[config.mk]
export PLATFORM = sky130hd
export DESIGN_NAME = lsu_dbus_if
export DESIGN_NICKNAME = d
export VERILOG_FILES = /design/src/rtl/lsu_dbus_if_pkg.sv /design/src/rtl/lsu_lane_steer.sv /design/src/rtl/lsu_dbus_if.sv
export SDC_FILE = /design/constraint.sdc
export NUM_CORES = 1
export LEC_CHECK = 0
export CAP_MARGIN = 20
export CELL_PAD_IN_SITES_DETAIL_PLACEMENT = 1
export CELL_PAD_IN_SITES_GLOBAL_PLACEMENT = 2
export CORE_MARGIN = 8
export CORE_UTILIZATION = 23
export DETAILED_ROUTE_END_ITERATION = 8
export PLACE_DENSITY = 0.86
export SYNTH_ARGS = -nofsm -noshare
export SYNTH_HDL_FRONTEND = slang
export SYNTH_SLANG_ARGS = --single-unit
[constraint.sdc]
create_clock -name clk -period 1.9 [get_ports clk]
set_clock_uncertainty 0.1 [all_clocks]
set_input_delay 0.57 -clock clk [delete_from_list [all_inputs] [get_ports clk]]
set_output_delay 0.57 -clock clk [all_outputs]
set_load 0.01 [all_outputs]
[src/rtl/lsu_dbus_if_pkg.sv]
// rtl/lsu_dbus_if_pkg.sv - shared encodings and bus types for the load/store unit
package lsu_dbus_if_pkg;

  localparam int LSU_XLEN            = 32;
  localparam int LSU_TIMEOUT_DEFAULT = 16;

  localparam logic [1:0] LSU_SIZE_BYTE = 2'b00;
  localparam logic [1:0] LSU_SIZE_HALF = 2'b01;
  localparam logic [1:0] LSU_SIZE_WORD = 2'b10;

  typedef enum logic [1:0] {
    IDLE = 2'd0,
    REQ  = 2'd1,
    WAIT = 2'd2
  } type_lsu_state_e;

  typedef struct packed {
    logic                req;
    logic                w_en;
    logic [LSU_XLEN-1:0] addr;
    logic [LSU_XLEN-1:0] w_data;
    logic [3:0]          sel_byte;
  } type_dbus2peri_s;

  typedef struct packed {
    logic [LSU_XLEN-1:0] r_data;
    logic                ack;
  } type_peri2dbus_s;

endpackage

[src/rtl/lsu_lane_steer.sv]
// rtl/lsu_lane_steer.sv - byte-lane select, store replication, load extraction and misalign check
module lsu_lane_steer
  import lsu_dbus_if_pkg::*;
#(
  parameter int XLEN = LSU_XLEN
) (
  input  logic [1:0]      req_size,
  input  logic [1:0]      req_addr_lo,
  input  logic [XLEN-1:0] req_wdata,
  output logic [3:0]      sel_byte,
  output logic [XLEN-1:0] w_data,
  output logic            misalign,
  input  logic [1:0]      rsp_size,
  input  logic [1:0]      rsp_addr_lo,
  input  logic            rsp_unsigned,
  input  logic [XLEN-1:0] bus_rdata,
  output logic [XLEN-1:0] rdata_ext
);

  logic [XLEN-1:0] shifted;

  // Request side: lanes enabled, replicated store data and alignment check.
  // Size 2'b11 falls into the word branch.
  always_comb begin
    sel_byte = 4'b0000;
    w_data   = req_wdata;
    misalign = 1'b0;
    case (req_size)
      LSU_SIZE_BYTE: begin
        sel_byte = 4'b0001 << req_addr_lo;
        w_data   = {(XLEN/8){req_wdata[7:0]}};
      end
      LSU_SIZE_HALF: begin
        sel_byte = req_addr_lo[1] ? 4'b1100 : 4'b0011;
        w_data   = {(XLEN/16){req_wdata[15:0]}};
        misalign = req_addr_lo[0];
      end
      default: begin
        sel_byte = 4'b1111;
        w_data   = req_wdata;
        misalign = |req_addr_lo;
      end
    endcase
  end

  // Response side: move the addressed lane down to bit 0, then extend.
  always_comb begin
    shifted   = bus_rdata >> {rsp_addr_lo, 3'b000};
    rdata_ext = shifted;
    case (rsp_size)
      LSU_SIZE_BYTE:
        rdata_ext = rsp_unsigned ? {{(XLEN-8){1'b0}}, shifted[7:0]}
                                 : {{(XLEN-8){shifted[7]}}, shifted[7:0]};
      LSU_SIZE_HALF:
        rdata_ext = rsp_unsigned ? {{(XLEN-16){1'b0}}, shifted[15:0]}
                                 : {{(XLEN-16){shifted[15]}}, shifted[15:0]};
      default:
        rdata_ext = shifted;
    endcase
  end

endmodule

[src/rtl/lsu_dbus_if.sv]
// rtl/lsu_dbus_if.sv - load/store unit driving the data bus with stall, misalign and timeout handling
module lsu_dbus_if
  import lsu_dbus_if_pkg::*;
#(
  parameter int XLEN           = LSU_XLEN,
  parameter int TIMEOUT_CYCLES = LSU_TIMEOUT_DEFAULT
) (
  input  logic            clk,
  input  logic            rst_n,
  input  logic            lsu_req_i,
  input  logic            lsu_we_i,
  input  logic [1:0]      lsu_size_i,
  input  logic            lsu_unsigned_i,
  input  logic [XLEN-1:0] lsu_addr_i,
  input  logic [XLEN-1:0] lsu_wdata_i,
  input  logic            lsu_flush_i,
  output logic            lsu_stall_o,
  output logic            lsu_done_o,
  output logic [XLEN-1:0] lsu_rdata_o,
  output logic            lsu_ld_misalign_o,
  output logic            lsu_st_misalign_o,
  output logic            lsu_bus_err_o,
  output logic [XLEN-1:0] lsu_err_addr_o,
  output type_dbus2peri_s lsu2dbus_o,
  input  type_peri2dbus_s dbus2lsu_i
);

  localparam int                CNT_W    = $clog2(TIMEOUT_CYCLES) + 1;
  localparam logic [CNT_W-1:0]  CNT_LAST = CNT_W'(TIMEOUT_CYCLES - 1);

  type_lsu_state_e state, state_nxt;

  logic [XLEN-1:0]  addr_q;
  logic [XLEN-1:0]  bus_addr_q;
  logic [XLEN-1:0]  wdata_q;
  logic [XLEN-1:0]  rdata_q;
  logic [XLEN-1:0]  err_addr_q;
  logic [3:0]       sel_q;
  logic [1:0]       size_q;
  logic             unsigned_q;
  logic             we_q;
  logic             flush_q;
  logic [CNT_W-1:0] cnt_q;
  logic             done_q;
  logic             ld_mis_q;
  logic             st_mis_q;
  logic             bus_err_q;

  logic [3:0]       lane_sel;
  logic [XLEN-1:0]  lane_wdata;
  logic [XLEN-1:0]  lane_rdata;
  logic             lane_misalign;

  logic accept;
  logic accept_ok;
  logic ack;
  logic timeout;
  logic squash;

  assign accept    = lsu_req_i & ~lsu_flush_i;
  assign accept_ok = accept & ~lane_misalign;
  assign ack       = dbus2lsu_i.ack;
  // Ack takes priority over an expiring counter.
  assign timeout   = (cnt_q == CNT_LAST) & ~ack;
  // A flush seen at any point of the access hides its result.
  assign squash    = flush_q | lsu_flush_i;

  lsu_lane_steer #(.XLEN(XLEN)) u_lane (
    .req_size     (lsu_size_i),
    .req_addr_lo  (lsu_addr_i[1:0]),
    .req_wdata    (lsu_wdata_i),
    .sel_byte     (lane_sel),
    .w_data       (lane_wdata),
    .misalign     (lane_misalign),
    .rsp_size     (size_q),
    .rsp_addr_lo  (addr_q[1:0]),
    .rsp_unsigned (unsigned_q),
    .bus_rdata    (dbus2lsu_i.r_data),
    .rdata_ext    (lane_rdata)
  );

  // State register.
  always_ff @(posedge clk) begin
    if (!rst_n) state <= IDLE;
    else        state <= state_nxt;
  end

  // Next state: loads sit in REQ until ack, stores pass through REQ once then WAIT.
  always_comb begin
    state_nxt = state;
    case (state)
      IDLE: if (accept_ok) state_nxt = REQ;
      REQ: begin
        if (ack || timeout) state_nxt = IDLE;
        else if (we_q)      state_nxt = WAIT;
      end
      WAIT: if (ack || timeout) state_nxt = IDLE;
      default: state_nxt = IDLE;
    endcase
  end

  // Bus drive and stall; request lanes were latched at accept.
  always_comb begin
    lsu2dbus_o          = '0;
    lsu2dbus_o.req      = (state == REQ);
    lsu2dbus_o.w_en     = (state == REQ) & we_q;
    lsu2dbus_o.addr     = bus_addr_q;
    lsu2dbus_o.w_data   = wdata_q;
    lsu2dbus_o.sel_byte = sel_q;
    lsu_stall_o         = (state != IDLE) | accept_ok;
  end

  // Access registers, timeout counter and one-cycle result pulses.
  always_ff @(posedge clk) begin
    if (!rst_n) begin
      addr_q     <= '0;
      bus_addr_q <= '0;
      wdata_q    <= '0;
      rdata_q    <= '0;
      err_addr_q <= '0;
      sel_q      <= '0;
      size_q     <= '0;
      unsigned_q <= 1'b0;
      we_q       <= 1'b0;
      flush_q    <= 1'b0;
      cnt_q      <= '0;
      done_q     <= 1'b0;
      ld_mis_q   <= 1'b0;
      st_mis_q   <= 1'b0;
      bus_err_q  <= 1'b0;
    end else begin
      done_q    <= 1'b0;
      ld_mis_q  <= 1'b0;
      st_mis_q  <= 1'b0;
      bus_err_q <= 1'b0;
      case (state)
        IDLE: begin
          if (accept && lane_misalign) begin
            ld_mis_q   <= ~lsu_we_i;
            st_mis_q   <= lsu_we_i;
            err_addr_q <= lsu_addr_i;
          end else if (accept) begin
            addr_q     <= lsu_addr_i;
            bus_addr_q <= {lsu_addr_i[XLEN-1:2], 2'b00};
            wdata_q    <= lane_wdata;
            sel_q      <= lane_sel;
            size_q     <= lsu_size_i;
            unsigned_q <= lsu_unsigned_i;
            we_q       <= lsu_we_i;
            flush_q    <= 1'b0;
            cnt_q      <= '0;
          end
        end
        REQ, WAIT: begin
          flush_q <= squash;
          if (ack) begin
            if (!squash) begin
              done_q  <= 1'b1;
              rdata_q <= we_q ? '0 : lane_rdata;
            end
          end else if (timeout) begin
            if (!squash) begin
              bus_err_q  <= 1'b1;
              err_addr_q <= addr_q;
            end
          end else begin
            cnt_q <= cnt_q + 1'b1;
          end
        end
        default: ;
      endcase
    end
  end

  assign lsu_done_o        = done_q;
  assign lsu_rdata_o       = rdata_q;
  assign lsu_ld_misalign_o = ld_mis_q;
  assign lsu_st_misalign_o = st_mis_q;
  assign lsu_bus_err_o     = bus_err_q;
  assign lsu_err_addr_o    = err_addr_q;

endmodule

==> reports/qor.yml, run 1 <==
clocking:
  root_buffer: "clkbuf_16"
  worst_skew_pair.late_latency_ps: 430
  cts_buffer_depth: 2
  cts_tree: "built"
  htreeDepth: 4
  cts_hold_buf: 0
  cts.sinks: 148
  clk_pin_slew_worst_paths_ps: 70
  tritoncts.num_buffers: 17
pwr:
  internal_power_mw: 5.91
  sw_frac_of_total: 0.285
  power_frac_comb: 0.197
  power_leakage_nw: 5.18
  p_sw_mw: 2.35
  clockPowerShare: 0.403
  p_seq_frac: 0.401
  vdd_drop_max_uv: 587
  powerDensity_nw_per_um2: 716
floorplan:
  io_pins: 244
  die_w_um: 189
  initial_core_util: 0.232
  core_um2: 29600
  fp.dieH_um: 189
  dieArea_um2: 35700
  std_cell_rows: 63
route:
  via_per_inst: 4.73
  met3_wirelength_um: 1480
  drt-total-wl_um: 29000
  ant_nets: 0
  top_layer_used: "met5"
  dr.first_iter.drc_count: 243
  route.detailed.drc: 0
  wl_met1_um: 12400
  wl_per_cell_um: 19.8
  wl_met2_um: 14500
  first_pass_iters: 4
  num_vias: 6923
synthesis:
  synth_ff_type: "dfxtp_1"
  synth_xor_area_frac: 0.00128
  synth_top_family_by_area: "compound AO/OA/AOI/OAI gates"
  muxShareOfSynthArea: 0.126
  synth.area.top_cells: "dfxtp_1, nand2_1, mux2i_1, o211a_1, a21oi_1"
  async_flop_share: 0
  ys_warn_count: 0
  syn_inst: 761
  syn_area_um2: 6870
  synth_common_cells: "dfxtp_1, nand2_1, a21oi_1"
  synth_seq_area_share: 0.431
  synth_compound_area_frac: 0.197
  synth_seq_cells: 148
  avgSynthCellArea_um2: 9.03
  synth_area_leader_cell: "dfxtp_1"
  yosysTopAreaCellShare: 0.431
  synth-adder-area-share: 0.0109
  synthMostInstantiatedCell: "dfxtp_1"
  synth_enable_flop_cells: 0
  ys_types: 54
  yosys.area_share.simple: 0.153
sta:
  holdWs_ps: 353
  drv_slew: 0
  finalSetupViolCount: 90
  period_share: 1.08
  relSlewSlack: 0.450
  rsz0062_at_grt: "yes"
  worst_slack_ps: -149
  fmax_mhz: 488
  setup_tns_ps: -5680
  finalHoldViolCount: 0
  period_needed_ps: 2050
  worstMarginPinSlew_ps: 822
setup_path:
  cp_max_fo: 2
  path_buf_inv: 4
  crit_family: "flip-flops"
  crit_chain: "inv_2 -> ha_4 -> inv_4 -> a31oi_4 -> inv_2 -> buf_6"
  cp.required_ps: 1230
  arrival_ps: 1380
  crit_top_cell: "inv_2"
  worst_path_max_delay_cell: "dfxtp_2"
  crit_type: "reg -> out"
  start_kind: "flip-flop"
  critical-path-max-stage-delay_ps: 330
  cp-end-kind: "output port"
finish:
  layout.area.seq_um2: 2970
  syn_to_final_growth_pct: 68.1
  fillers: 3353
  layout-drive-gt1-share: 0.261
  fin_nets: 1169
  multi_input_area_um2: 3790
global_routing:
  grt_pass1_vias: 7488
  grt_max_degree: 79
  grt_pass1_wl_um: 44900
  overflow: 0
  grtUsageTotal: 0.160
  antenna_found_initial: 4
placed_design:
  place.gp.congestion: 0.751
  port_buffers: 241
  dp_hpwl_um: 20200
flow_run:
  max_cap_violations: 0
hold_path:
  hp-class: "reg -> reg"
outcome:
  status: "finished, violations left"
  violations: "negative setup slack"
layout make-up:
| cell class | instances | area share |
|---|---|---|
| inverters | 11 | 0.00412 |
| well taps | 390 | 0.0423 |
| flip-flops and latches | 148 | 0.257 |
| repair buffers | 372 | 0.320 |
| clock inverters | 13 | 0.0108 |
| multi-input cells | 508 | 0.328 |
| diodes | 2 | 0.000433 |
| clock buffers | 19 | 0.0375 |
timing repair:
action / in CTS / in global routing
gates cloned: 10 / 0
buffers inserted: 24 / 10
setup endpoints to repair: 269 / 132
pin swaps: 21 / 14
endpoints found under the hold margin: 0 / 0
gates resized for setup: 221 / 47
state kept, by name, summed over array words and instances, names as in the netlist:
name,count
addr_q,32
cnt_q,5
flush_q,1
lsu_bus_err_o,1
lsu_done_o,1
lsu_err_addr_o,32
lsu_ld_misalign_o,1
lsu_rdata_o,32
lsu_st_misalign_o,1
sel_q,4
size_q,2
state,2
unsigned_q,1
wdata_q,32
we_q,1
per-stage QoR:
stage	instances	setup slack [ps]	power, mW	util	area (um2)
3_5_place_dp	1390	-921	4.86	0.345	10200
6_report	1463	-149	8.26	0.391	11500
2_1_floorplan	762	-72.4	4.03	-	7010
5_1_grt	1463	-208	8.66	0.391	11500
3_3_place_gp	1390	-882	4.83	0.345	10200
4_1_cts	1456	-179	8.37	0.385	11400
per-layer routing:
layer,track usage,vias to the layer above
li1,-,3293
met2,0.274,169
met1,0.191,3421
met3,0.0440,36
met4,0.0499,4
met5,0,-
worst paths after layout:
kind	from	end	slack, ps	cells past startpoint
worst max-delay path	state[0]	lsu_stall_o	-150	6
worst min-delay path	wdata_q[2]	wdata_q[2]	350	2
worst max register to register	cnt_q[0]	lsu_err_addr_o[21]	-110	10
worst min register to register	wdata_q[2]	wdata_q[2]	350	2
power by group through the flow:
stage / clock network, mW / logic [mW] / registers, mW
floorplan: 0 / 0.614 / 3.41
global placement: 0 / 1.45 / 3.38
detailed placement: 0 / 1.48 / 3.38
CTS: 3.44 / 1.62 / 3.31
global route: 3.59 / 1.74 / 3.33
finish: 3.33 / 1.62 / 3.31
tightest hold or removal path: cells and delay by family (launching register included):
kind            cells  cell delay [ps]
simple gates        1               50
compound gates      1               50
flops               1              310
logic make-up (layout without fill, tap and decap cells):
group,Yosys count,count (layout)
muxes,74,74
DFF,148,148
buffers and inverters,106,415
AOI/OAI and AO/OA,185,185
and+or+nand+nor,240,240
xor gates and xnor gates,1,1
adders and majority gates,6,6
other,1,4
cell usage in the layout, fill, tap and decap left out, types with 14 or more instances in the layout:
| cell | n |
|---|---|
| dfxtp_1 | 144 |
| dlygate4sd2_1 | 139 |
| nand2_1 | 135 |
| clkdlybuf4s50_1 | 96 |
| buf_4 | 86 |
| mux2i_1 | 49 |
| a21oi_1 | 46 |
| nor2_1 | 35 |
| o211a_1 | 32 |
| buf_12 | 21 |
| nand3_2 | 20 |
| o21ai_0 | 18 |
| mux2_2 | 17 |
| clkbuf_16 | 17 |
| buf_6 | 17 |
| a221o_1 | 16 |
| nand3_1 | 14 |
No activity file was read; power rests on OpenSTA's default activity.
==> run 2: changes to the inputs <==
--- a/config.mk
+++ b/config.mk
@@ -8,7 +8,7 @@
 export CAP_MARGIN = 20
 export CELL_PAD_IN_SITES_DETAIL_PLACEMENT = 1
 export CELL_PAD_IN_SITES_GLOBAL_PLACEMENT = 2
-export CORE_MARGIN = 8
+export CORE_MARGIN = 5
 export CORE_UTILIZATION = 23
 export DETAILED_ROUTE_END_ITERATION = 8
 export PLACE_DENSITY = 0.86
==> run 2 against run 1 <==
  * The flow still finishes with violations (negative setup slack)
  * Cell count decreased by 0.82%
  * Clock power up 7.8%
  * Flip-flop and latch count unchanged
  * Critical path type is now reg -> reg
  * Highest routed layer unchanged
==> reports/qor.yml, run 2 (synthesis gave the netlist of run 1 again) <==
setup_path:
  rr_startpoint: "cnt_q[0]"
  cp-end-kind: "flip-flop"
  arrival_ps: 2240  # +860 ps
  r2r-end: "lsu_err_addr_o[9]"
  reg2regPathDepth: 10  # unchanged
  cp_max_fo: 6  # +4
  reg2reg_slack_ps: -140  # -30 ps
  start_kind: "flip-flop"
  crit_start: "cnt_q[0]"
  cp-endpoint: "lsu_err_addr_o[9]"
  crit_type: "reg -> reg"
  cp.required_ps: 2100  # +870 ps
clocking:
  cts_tree: "built"
  htreeDepth: 4  # unchanged
  cts_buffer_depth: 2  # unchanged
  cts_hold_buf: 0  # unchanged
  tritoncts.num_buffers: 17  # unchanged
  root_buffer: "clkbuf_16"
  worst_skew_pair.late_latency_ps: 410  # -20 ps
  clk_pin_slew_worst_paths_ps: 70  # about the same
  cts.sinks: 148  # unchanged
placed_design:
  port_buffers: 241  # unchanged
  dp_hpwl_um: 19600  # -2.9%
  place.gp.congestion: 0.777  # +3.5%
  post_dp_cell_area_um2: 10200  # -0.12%
route:
  num_vias: 6799  # -1.8%
  dr.first_iter.drc_count: 201  # -17%
  drt-total-wl_um: 27600  # -5.0%
  ant_nets: 0  # unchanged
  wl_per_cell_um: 19.0  # -4.3%
  first_pass_iters: 5  # +1
  via_per_inst: 4.69  # -0.98%
  route.detailed.drc: 0  # unchanged
flow_run:
  max_cap_violations: 0  # unchanged
floorplan:
  initial_core_util: 0.232  # unchanged
  die_w_um: 183  # -3.2%
  core_um2: 29600  # unchanged
  io_pins: 244  # unchanged
  fp.dieH_um: 183  # -3.2%
  dieArea_um2: 33400  # -6.3%
  std_cell_rows: 63  # unchanged
finish:
  syn_to_final_growth_pct: 64.7
  final_cell_mix: "dfxtp_1, dlygate4sd2_1, nand2_1"
  layout-drive-gt1-share: 0.242  # -0.0192
  design_area_um2: 11300  # -2.0%
  fillers: 3340  # -0.39%
  antenna_cells: 0  # -2
  fin_nets: 1159  # -0.86%
  final_common_cell: "dfxtp_1"
outcome:
  status: "finished, violations left"
  violations: "negative setup slack"
global_routing:
  grt_pass1_wl_um: 41500  # -7.6%
  met3_usage: 0.0434  # -0.000557
  grt_pass1_vias: 7094  # -5.3%
  grt-busiest-layer: "met2"
  grt_util_met1: 0.194  # +0.00309
  grtUsageTotal: 0.156  # -0.00380
  overflow: 0  # unchanged
  grt_max_degree: 65  # -18%
  antenna_found_initial: 2  # -2
  met2_usage: 0.270  # -0.00467
hold_path:
  hold_start: "wdata_q[5]"
  hp-class: "reg -> reg"
pwr:
  powerDensity_nw_per_um2: 747  # +4.4%
  vdd_drop_max_uv: 565  # -3.8%
  p_total_mw: 8.45  # +2.2%
  power_leakage_nw: 5.11  # -1.2%
sta:
  worstMarginPinSlew_ps: 831  # +9.36 ps
  finalSetupViolCount: 55  # -39%
  rsz0062_at_grt: "yes"
  relSlewSlack: 0.444  # -0.00627
  fmax_mhz: 490  # +0.29%
  worst_slack_ps: -143  # +6.00 ps
  period_needed_ps: 2040  # -6.00 ps
  holdWs_ps: 354  # +1.04 ps
  finalHoldViolCount: 0  # unchanged
  period_share: 1.08  # -0.00316
  drv_slew: 0  # unchanged
run 2: cell types whose count changed in the layout (fill, tap and decap cells not counted), moves of 3 or more:
cell,delta
a21oi_1,+11
a21oi_2,-11
buf_12,-9
buf_16,-3
buf_6,+4
clkbuf_16,+3
clkdlybuf4s50_1,-4
nand3_1,+4
nand3_2,-4
run 2: layout make-up:
| type | count | area, um2 | area share |
|---|---|---|---|
| Clock inverter | 13 | 173 | 0.0153 |
| Tap cell | 390 | 488 | 0.0431 |
| Sequential cell | 148 | 2970 | 0.263 |
| Clock buffer | 19 | 443 | 0.0392 |
| Timing Repair Buffer | 362 | 3480 | 0.308 |
| Inverter | 11 | 45.0 | 0.00398 |
| Multi-Input combinational cell | 508 | 3710 | 0.328 |
run 2: worst min-delay path by stage:
stage	endpoint	slack, ps	depth (start not counted)
6_report	wdata_q[5]	350	2
5_1_grt	wdata_q[30]	380	2
4_1_cts	wdata_q[5]	350	2
3_5_place_dp	wdata_q[5]	350	2
3_3_place_gp	wdata_q[3]	340	2
2_1_floorplan	cnt_q[4]	340	2
run 2: metrics by stage:
step	std cells	util	TNS (ps)	setup slack, ps
finish	1451	0.383	-5480	-143
floorplan	762	-	-2220	-72.4
global route	1451	0.383	-8130	-176
CTS	1437	0.374	-2890	-178
detailed placement	1390	0.345	-81300	-842
global placement	1390	0.345	-76600	-854
run 2: worst max-delay path, stage by stage (launching register included):
cell and delay (ps):
dfxtp_2 340, ha_4 160, and3_4 150, ha_4 160
nor4b_4 120, nand2b_4 170, buf_6 120, and2_4 140
buf_12 150, buf_12 130, o211a_1 200
run 2: power breakdown:
part / leakage (nW) / internal, mW / total [mW] / switching (mW)
Sequential: 1.20 / 3.23 / 3.31 / 0.0795
Clock: 0.292 / 2.13 / 3.59 / 1.46
Combinational: 3.62 / 0.795 / 1.54 / 0.747
Total: 5.11 / 6.16 / 8.45 / 2.29
run 2: what timing repair did:
| action | CTS | global route |
|---|---|---|
| resized for setup | 219 | 26 |
| setup endpoints to repair | 264 | 86 |
| pin swaps | 6 | 18 |
| buffers inserted | 14 | 14 |
| gates cloned | 4 | 3 |
run 2: layer usage:
| layer | wire length [um] | up-vias | share of wire |
|---|---|---|---|
| li1 | - | 3269 | - |
| met1 | 12200 | 3337 | 0.44 |
| met2 | 13500 | 156 | 0.49 |
| met3 | 1360 | 33 | 0.049 |
| met4 | 448 | 4 | 0.016 |
| met5 | 21 | - | 0.00076 |
==> run 3: changes to the inputs <==
--- a/config.mk
+++ b/config.mk
@@ -9,9 +9,10 @@
 export CELL_PAD_IN_SITES_DETAIL_PLACEMENT = 1
 export CELL_PAD_IN_SITES_GLOBAL_PLACEMENT = 2
 export CORE_MARGIN = 5
-export CORE_UTILIZATION = 23
+export CORE_UTILIZATION = 24
+export CTS_BUF_LIST = sky130_fd_sc_hd__clkbuf_4 sky130_fd_sc_hd__clkbuf_8
 export DETAILED_ROUTE_END_ITERATION = 8
-export PLACE_DENSITY = 0.86
+export PLACE_DENSITY = 0.89
 export SYNTH_ARGS = -nofsm -noshare
 export SYNTH_HDL_FRONTEND = slang
 export SYNTH_SLANG_ARGS = --single-unit
==> run 3 against run 2 <==
  * The flow still finishes with violations (negative setup slack)
  * Cell count is 0.83% higher
  * Clock power down 31%
  * Wire length up 4.0%
  * Global-route usage rose by 0.87 points
  * Maximum frequency about the same
  * Worst hold slack improved by 2.1 ps
  * Core utilization is 2.1 points higher
  * Sequential share of layout area fell by 0.40 points
  * Total power fell by 12%
  * Largest power group is now registers
==> reports/qor.yml, run 3 (synthesis gave the netlist of run 1 again) <==
sta:
  period_needed_ps: 2040  # -1.95 ps
  worstMarginPinSlew_ps: 798  # -33.4 ps
  drv_slew: 0  # unchanged
  worst_slack_ps: -141  # +1.95 ps
  relSlewSlack: 0.466  # +0.0220
  period_share: 1.07  # about the same
  finalHoldViolCount: 0  # unchanged
  finalSetupViolCount: 116  # +110%
  rsz0062_at_grt: "yes"
  fmax_mhz: 490  # about the same
  setup_tns_ps: -7220  # -1730 ps
hold_path:
  hold_start: "lsu_rdata_o[12]"
  hp-class: "reg -> reg"
setup_path:
  worst_path_max_delay_cell: "dfxtp_2"
  crit_type: "reg -> out"
  arrival_ps: 1370  # -870 ps
  cp_max_fo: 2  # -4
  crit_start: "state[0]"
  critical-path-max-stage-delay_ps: 340  # about the same
  cp-end-kind: "output port"
  rr_startpoint: "cnt_q[1]"
  cp.required_ps: 1230  # -870 ps
  crit_top_cell: "inv_2"
  crit_chain: "inv_2 -> ha_4 -> inv_4 -> a31oi_4 -> inv_2 -> buf_6"
  start_kind: "flip-flop"
clocking:
  root_buffer: "clkbuf_8"
  cts_tree: "built"
  tritoncts.num_buffers: 17  # unchanged
  worst_skew_pair.late_latency_ps: 440  # +30 ps
  cts_buffer_depth: 2  # unchanged
  cts.sinks: 148  # unchanged
  clk_pin_slew_worst_paths_ps: 90  # +20 ps
  htreeDepth: 4  # unchanged
placed_design:
  dp_hpwl_um: 19800  # +1.2%
  place.gp.congestion: 0.780  # +0.33%
  post_dp_cell_area_um2: 10200  # -0.15%
  port_buffers: 241  # unchanged
  placed_cells: 1383  # -0.50%
floorplan:
  initial_core_util: 0.241  # +0.00890
  io_pins: 244  # unchanged
  fp.dieH_um: 179  # -2.0%
  std_cell_rows: 62  # -1.6%
  die_w_um: 179  # -2.0%
  dieArea_um2: 32100  # -3.9%
  core_um2: 28500  # -3.7%
global_routing:
  overflow: 0  # unchanged
  grt_pass1_wl_um: 41400  # -0.25%
  grtUsageTotal: 0.165  # +0.00873
  antenna_found_initial: 4  # +2
  grt_max_degree: 36  # -45%
  grt_pass1_vias: 7261  # +2.4%
pwr:
  sw_frac_of_total: 0.303  # +0.0321
  internal_power_mw: 5.20  # -16%
  vdd_drop_max_uv: 396  # -30%
  powerDensity_nw_per_um2: 649  # -13%
  clockPowerShare: 0.334  # -0.091
  power_frac_comb: 0.222  # +0.039
  power_leakage_nw: 5.14  # +0.48%
  p_seq_frac: 0.444  # +0.052
  p_sw_mw: 2.26  # -1.3%
outcome:
  violations: "negative setup slack"
  status: "finished, violations left"
route:
  first_pass_iters: 4  # -1
  wl_per_cell_um: 19.6  # +3.1%
  route.detailed.drc: 0  # unchanged
  drt-total-wl_um: 28700  # +4.0%
  ant_nets: 0  # unchanged
  via_per_inst: 4.77  # +1.8%
  num_vias: 6979  # +2.6%
  dr.first_iter.drc_count: 278  # +38%
finish:
  syn_to_final_growth_pct: 67.2
  final_common_cell: "dfxtp_1"
  stdcell_count: 1463  # +0.83%
  fillers: 3231  # -3.3%
  layout.area.seq_um2: 2970  # about the same
  final_cell_mix: "dfxtp_1, dlygate4sd2_1, nand2_1"
  fin_nets: 1173  # +1.2%
  design_area_um2: 11500  # +1.5%
  fin_util: 0.403  # +0.0207
  layout-drive-gt1-share: 0.282  # +0.0396
  multi_input_area_um2: 3860  # +3.9%
flow_run:
  max_cap_violations: 0  # unchanged
## run 3: cell count changes in the layout (fill, tap and decap cells not counted), sizes merged
cell,previous run,this run
buf,123,131
clkbuf,22,28
diode,0,4
clkdlybuf4s50,92,95
bufinv,3,1
clkinvlp,3,5
dlymetal6s2s,2,0
dlygate4sd2,141,140
## run 3: power by group through the flow
stage	Combinational, mW	Clock [mW]	Sequential [mW]
final	1.65	2.49	3.31
after CTS	1.51	2.58	3.31
after global placement	1.43	0	3.38
after floorplan	0.614	0	3.41
after detailed placement	1.46	0	3.39
after global routing	1.76	2.72	3.33
## run 3: stage by stage
stage / worst slack (ps) / hold slack [ps] / total power [mW]
floorplan: -72.4 / 339 / 4.03
global placement: -886 / 342 / 4.82
detailed placement: -920 / 349 / 4.85
CTS: -189 / 361 / 7.41
global route: -226 / 386 / 7.82
finish: -141 / 356 / 7.46
## run 3: area by class of cell
class,count,share of cell area
Tap cell,384,0.0418
Sequential cell,148,0.259
Timing Repair Buffer,376,0.326
Clock inverter,13,0.0109
Antenna cell,4,0.000872
Clock buffer,19,0.0222
Inverter,11,0.00392
Multi-Input combinational cell,508,0.336
## run 3: worst paths after layout
| kind | slack, ps | end | cells after the start |
|---|---|---|---|
| worst max-delay path | -140 | lsu_stall_o | 6 |
| worst min-delay path | 360 | lsu_rdata_o[12] | 2 |
| worst max register to register | -110 | lsu_err_addr_o[6] | 9 |
| worst min register to register | 360 | lsu_rdata_o[12] | 2 |
## run 3: critical path, delay by kind of cell, from the launching register on
kind                     cells  cell delay, ps
AO/OA/AOI/OAI                1             150
adder cells (fa/ha/maj)      1             150
buffers and inverters        4             280
flip-flops                   1             340
## run 3: what timing repair did
item	in CTS	in global routing
gates resized for setup	216	74
hold buffers	0	0
cloned	4	11
setup buffers	16	20
endpoints found under the setup margin	239	95
pin swaps	7	32
## run 3: per-layer routing
metal | GRT usage | vias up | share of wire
met3 | 0.0418 | 38 | 0.053
met5 | 0 | - | 0.00045
met2 | 0.288 | 177 | 0.50
met4 | 0.0447 | 2 | 0.021
met1 | 0.201 | 3465 | 0.42
li1 | - | 3297 | -
